==> src/rtl/key_entry_sequencer.sv <==
// key_entry_sequencer: turns debounced keypad codes into digit/operator/equals/clear
// strobes for the operand accumulator, and requests/awaits the arithmetic result.
// Latency 1 cycle from key_valid/calc_done to every output; no backpressure (keys are strobes).
// Ports: clk, rst (sync, active-high); key_valid/key_code in; calc_done in (result ready);
//   digits/new_number/digit_number/op_number (digit events), op_received/operation (operator),
//   calc_start, clear_pulse, key_error out. All outputs registered.
module key_entry_sequencer #(
  parameter int         MAX_DIGITS = 4,
  parameter logic [3:0] KEY_ADD    = 4'hA,
  parameter logic [3:0] KEY_SUB    = 4'hB,
  parameter logic [3:0] KEY_MUL    = 4'hC,
  parameter logic [3:0] KEY_DIV    = 4'hD,
  parameter logic [3:0] KEY_EQ     = 4'hE,
  parameter logic [3:0] KEY_CLR    = 4'hF
) (
  input  logic       clk,
  input  logic       rst,
  input  logic       key_valid,
  input  logic [3:0] key_code,
  input  logic       calc_done,
  output logic [3:0] digits,
  output logic       new_number,
  output logic       op_received,
  output logic       op_number,
  output logic [1:0] digit_number,
  output logic [1:0] operation,
  output logic       calc_start,
  output logic       clear_pulse,
  output logic       key_error
);

  typedef enum logic [1:0] {S_OP1, S_OP2, S_CALC, S_RESULT} state_t;

  localparam logic [2:0] MAX_CNT = 3'(MAX_DIGITS);

  state_t     state_q, state_d;
  logic [2:0] count_q, count_d;

  logic [3:0] digits_d;
  logic       op_number_d;
  logic [1:0] digit_number_d, operation_d;
  logic       new_number_d, op_received_d, calc_start_d, clear_pulse_d, key_error_d;

  // Key classification. Clear and equals are decoded first so they can never be
  // taken as digits even if the parameters were overlapped.
  logic       is_clr, is_eq, is_op, is_digit;
  logic [1:0] op_code;

  always_comb begin
    is_clr   = (key_code == KEY_CLR);
    is_eq    = (key_code == KEY_EQ) && !is_clr;
    is_op    = !is_clr && !is_eq &&
               ((key_code == KEY_ADD) || (key_code == KEY_SUB) ||
                (key_code == KEY_MUL) || (key_code == KEY_DIV));
    is_digit = !is_clr && !is_eq && !is_op && (key_code <= 4'd9);
    op_code  = 2'd0;
    if (key_code == KEY_SUB) op_code = 2'd1;
    if (key_code == KEY_MUL) op_code = 2'd2;
    if (key_code == KEY_DIV) op_code = 2'd3;
  end

  always_comb begin
    state_d        = state_q;
    count_d        = count_q;
    digits_d       = digits;
    op_number_d    = op_number;
    digit_number_d = digit_number;
    operation_d    = operation;
    new_number_d   = 1'b0;
    op_received_d  = 1'b0;
    calc_start_d   = 1'b0;
    clear_pulse_d  = 1'b0;
    key_error_d    = 1'b0;

    if (key_valid && is_clr) begin
      // Clear wins in every state, including a simultaneous calc_done.
      clear_pulse_d = 1'b1;
      state_d       = S_OP1;
      count_d       = 3'd0;
      op_number_d   = 1'b0;
      operation_d   = 2'd0;
    end else begin
      case (state_q)
        S_OP1, S_OP2: begin
          if (key_valid) begin
            if (is_digit) begin
              if (count_q < MAX_CNT) begin
                new_number_d   = 1'b1;
                digits_d       = key_code;
                op_number_d    = (state_q == S_OP2);
                digit_number_d = count_q[1:0];
                count_d        = count_q + 3'd1;
              end else begin
                key_error_d = 1'b1;
              end
            end else if (is_op) begin
              // Op1 needs at least one digit; in op2 the operator may only be
              // replaced before any op2 digit (no chained expressions).
              if ((state_q == S_OP1 && count_q != 3'd0) ||
                  (state_q == S_OP2 && count_q == 3'd0)) begin
                op_received_d = 1'b1;
                operation_d   = op_code;
                op_number_d   = 1'b1;
                count_d       = 3'd0;
                state_d       = S_OP2;
              end else begin
                key_error_d = 1'b1;
              end
            end else if (is_eq && state_q == S_OP2 && count_q != 3'd0) begin
              calc_start_d = 1'b1;
              state_d      = S_CALC;
            end else begin
              key_error_d = 1'b1;
            end
          end
        end
        S_CALC: begin
          if (calc_done) state_d = S_RESULT;
          if (key_valid) key_error_d = 1'b1;
        end
        default: begin  // S_RESULT: only clear is accepted
          if (key_valid) key_error_d = 1'b1;
        end
      endcase
    end
  end

  always_ff @(posedge clk) begin
    if (rst) begin
      state_q      <= S_OP1;
      count_q      <= 3'd0;
      digits       <= 4'd0;
      op_number    <= 1'b0;
      digit_number <= 2'd0;
      operation    <= 2'd0;
      new_number   <= 1'b0;
      op_received  <= 1'b0;
      calc_start   <= 1'b0;
      clear_pulse  <= 1'b0;
      key_error    <= 1'b0;
    end else begin
      state_q      <= state_d;
      count_q      <= count_d;
      digits       <= digits_d;
      op_number    <= op_number_d;
      digit_number <= digit_number_d;
      operation    <= operation_d;
      new_number   <= new_number_d;
      op_received  <= op_received_d;
      calc_start   <= calc_start_d;
      clear_pulse  <= clear_pulse_d;
      key_error    <= key_error_d;
    end
  end

endmodule

==> config.mk <==
export PLATFORM = sky130hd
export DESIGN_NAME = key_entry_sequencer
export DESIGN_NICKNAME = d
export VERILOG_FILES = /design/src/rtl/key_entry_sequencer.sv
export SDC_FILE = /design/constraint.sdc
export NUM_CORES = 1
export LEC_CHECK = 0
export BUFFER_PORTS_ARGS = -buffer_cell sky130_fd_sc_hd__buf_4
export CORE_MARGIN = 2
export CORE_UTILIZATION = 50
export DETAILED_ROUTE_END_ITERATION = 10
export PLACE_DENSITY = 0.76
export SETUP_SLACK_MARGIN = 0.15
export SYNTH_ARGS = -nofsm -noshare
export SYNTH_HDL_FRONTEND = slang
export SYNTH_SLANG_ARGS = --single-unit
export TNS_END_PERCENT = 100
==> constraint.sdc <==
create_clock -name clk -period 2 [get_ports clk]
set_clock_uncertainty 0.05 [all_clocks]
set_input_delay 0.5 -clock clk [delete_from_list [all_inputs] [get_ports clk]]
set_output_delay 0.5 -clock clk [all_outputs]
set_load 0.01 [all_outputs]
==> impl_results.md <==
- CP Capture Type: flop
- Yosys top cell area share: 0.4330
- Number of synthesized flops with an enable pin: 0
- Adder-Cell Fraction of Synth Area: 0.02849
- HP Class: input port to flop
- Post-Syn Nets: about 110
- CTS Buf Count: 3
- Mapped Area: roughly 880 sq um
- Root buf cell: clkbuf_4
- P_sw: roughly 230 uW
- Die H: roughly 46 um
- Gr ovfl total: 0
- Final period demand of the worst path: 1726 ps
- Cts hold-fix bufs: 0
- Top-count cell post-synth: dfxtp_1
- Die width: between 40 and 50 um
- Cell count after synthesis: 96
- IO buf count: 21
- Worst Max-Slew Pin Slew: 514.1 ps
- Critical path launch point type: flop
- Rows: 15
- CTS H-tree lvls: 1
- Detailed Place HPWL: 1316 um
- Mux contribution to synthesized area: 0.05698
- Drt total wl: about 1900 um
- Unrepaired setup endpoints after global routing: no
- DRC violations left: 0
- Synthesized area per cell: a little over 9 sq um
- Gpl congestion: around 0.84
- Largest net degree at the start of global routing: 12
- First-pass GRT wire length: around 2800 um
- Synth area leaders: dfxtp_1 43%, mux2i_1 5.7%, a21oi_1 4.0%
- Arrival @ worst endpoint: 1880 ps
- Ant diodes: 0
- Final Hold Fails: 0
- P_int: 555.2 uW
- Via Count: a little over 800
- Fin crit share: 0.8632
- Sw frac: 0.2910
- TritonCTS clock tree: done
- Synth top cells by count: 19 x dfxtp_1, 8 x nor2_1, 7 x a21oi_1
- Distinct cells, synth: 33
- Worst VDD drop: slightly above 0.4 mV
- Clock network fraction of design power: 0.250
- Synth warn: 0
- Filler cell count: 140
- Kind of critical path: flop to flop
- Clk sink count: 19
- Worst-Skew Late Latency: ~300 ps
- Antenna viol nets, final: 0
- Pwr/cell area: 687.8 mW/mm^2
- Area Overhead vs Synth: 29.63%
- Max Cap Violations: 0
- Vias in the first global route: 637
- Combinational share of power: 0.226
- Final setup vio count: 0
- Via density: just under 6
- Max Freq: roughly 580 MHz
- Pleak: around 0.00049 uW
- Initial antenna violation count: 0
- Die area: between 0.002 and 0.0025 sq mm
- Fraction of layout cells with a size suffix above 1: 0.3083
- Most used DFF post-synth: dfxtp_1
- Worst EP required: between 2000 and 2500 ps
- Hold_ws: ~400 ps
- WL per Instance: ~14 um
- Max FO, Critical Path: 4
- Sequential Power Share: 0.524
- Seq cells post-synth: 19
- Seq/Total Area, Yosys: 0.4330
- Max transition margin: 0.6573
- TritonRoute pass-1 iters: 4
- Worst R2R Setup Slack: roughly 270 ps
- Clk slew on worst S/H paths: 110 ps
- Clock Tree Buf Depth: 2
- Setup TNS Final: 0 ps
- GRT Resource Usage Total: 0.1887
- Synth Area in Compound Gates: 0.2365
- Initial Utilization: 0.5200
- Slew Limit Fails: 0
- Ports: 22
- Main combinational cell family by area after synthesis: compound AO/OA/AOI/OAI gates
- Post-Synth Simple-Gate Area: 0.1809
- Post-synth top area cell: dfxtp_1
- Status: finished, final reports clean
- Core area: around 0.0017 sq mm
- Xor/xnor share of the synthesized area: 0.01994
- Initial DRC count: 32
- FFs w/ async S/R, synth: 0
- Final nets: between 100 and 150
==> flip-flops by register name, summed over array words and instances, names as in the netlist <==
| register | cells |
|---|---|
| key_error | 1 |
| digit_number | 2 |
| op_number | 1 |
| count_q | 3 |
| operation | 2 |
| state_q | 2 |
| op_received | 1 |
| new_number | 1 |
| calc_start | 1 |
| digits | 4 |
| clear_pulse | 1 |
==> path summary, 6_finish.rpt <==
kind,to,depth (start not counted),startpoint
max,op_number,6,count_q[0]
min,digits[3],2,rst
max reg2reg,op_number,6,count_q[0]
min reg2reg,operation[1],2,operation[1]
==> repair_timing <==
item                                    4_1_cts  5_1_grt
endpoints found under the setup margin        1        8
setup buffers                                 0        1
resized for setup                             1        8
pin swaps                                     0        2
==> per-stage QoR <==
stage | total power (uW) | cells | util | setup WS, ps | area [sq um]
4_1_cts | 767.9 | 136 | 0.6489 | 186.4 | 1096
3_3_place_gp | 565.1 | 132 | 0.6252 | 209.8 | 1056
2_1_floorplan | 515.4 | 96 | - | 283.9 | 878.3
3_5_place_dp | 568.3 | 132 | 0.6252 | 121.0 | 1056
5_1_grt | 828.3 | 137 | 0.6741 | 166.3 | 1139
6_report | 783.1 | 137 | 0.6741 | 273.7 | 1139
==> power groups by stage <==
stage | Clock, uW | Sequential, uW | Combinational, uW
final | 196 | 410 | 177
after floorplan | 0 | 421 | 94.1
after global placement | 0 | 416 | 149
after global routing | 224 | 412 | 193
after detailed placement | 0 | 417 | 151
after CTS | 202 | 409 | 157
==> worst max-delay path, stage by stage, from the launching register on <==
cell	delay, ps
dfxtp_2	350
inv_1	70
ha_2	200
or2_4	240
a2111oi_4	430
o211ai_1	150
o211a_1	140
==> layout by cell type (no fill, tap or decap), types with 2 or more instances in the layout <==
| cell | n |
|---|---|
| or4_1 | 2 |
| clkbuf_4 | 3 |
| o31ai_1 | 3 |
| nand2_1 | 5 |
| nor4_1 | 2 |
| mux2i_1 | 5 |
| nor3_1 | 2 |
| buf_4 | 25 |
| dfxtp_2 | 2 |
| a31oi_1 | 2 |
| a21oi_1 | 7 |
| nor2_1 | 8 |
| inv_1 | 4 |
| o21ai_1 | 4 |
| dfxtp_1 | 17 |
| a2111oi_4 | 2 |
| a2111o_1 | 2 |
| nand3_1 | 4 |
| nand2b_1 | 2 |
| o211ai_1 | 2 |
==> routing by layer <==
layer / track usage / vias up / part of all wire
li1: - / 408 / -
met1: 0.2416 / 371 / 0.44
met2: 0.2944 / 23 / 0.51
met3: 0.03571 / 4 / 0.040
met4: 0.1029 / 0 / 0.014
met5: 0 / - / 0
==> kinds of logic (layout without fill, tap and decap cells) <==
| group | count (synthesis) | count (layout) |
|---|---|---|
| xor gates and xnor gates | 2 | 2 |
| AOI/OAI and AO/OA | 28 | 28 |
| and+or+nand+nor | 31 | 31 |
| muxes | 5 | 5 |
| buffers and inverters | 9 | 33 |
| DFF | 19 | 19 |
| adders and majority gates | 2 | 2 |
==> layout make-up <==
class / count / area, sq um / area share
tap: 17 / 21.27 / 0.01868
clock buffer: 3 / 22.52 / 0.01978
clock inverter: 1 / 5.005 / 0.004396
multi-input combinational: 68 / 504.2 / 0.4429
inverter: 4 / 15.01 / 0.01319
sequential: 19 / 382.9 / 0.3363
timing repair buffer: 25 / 187.7 / 0.1648
No activity file was read; power rests on OpenSTA's default activity.
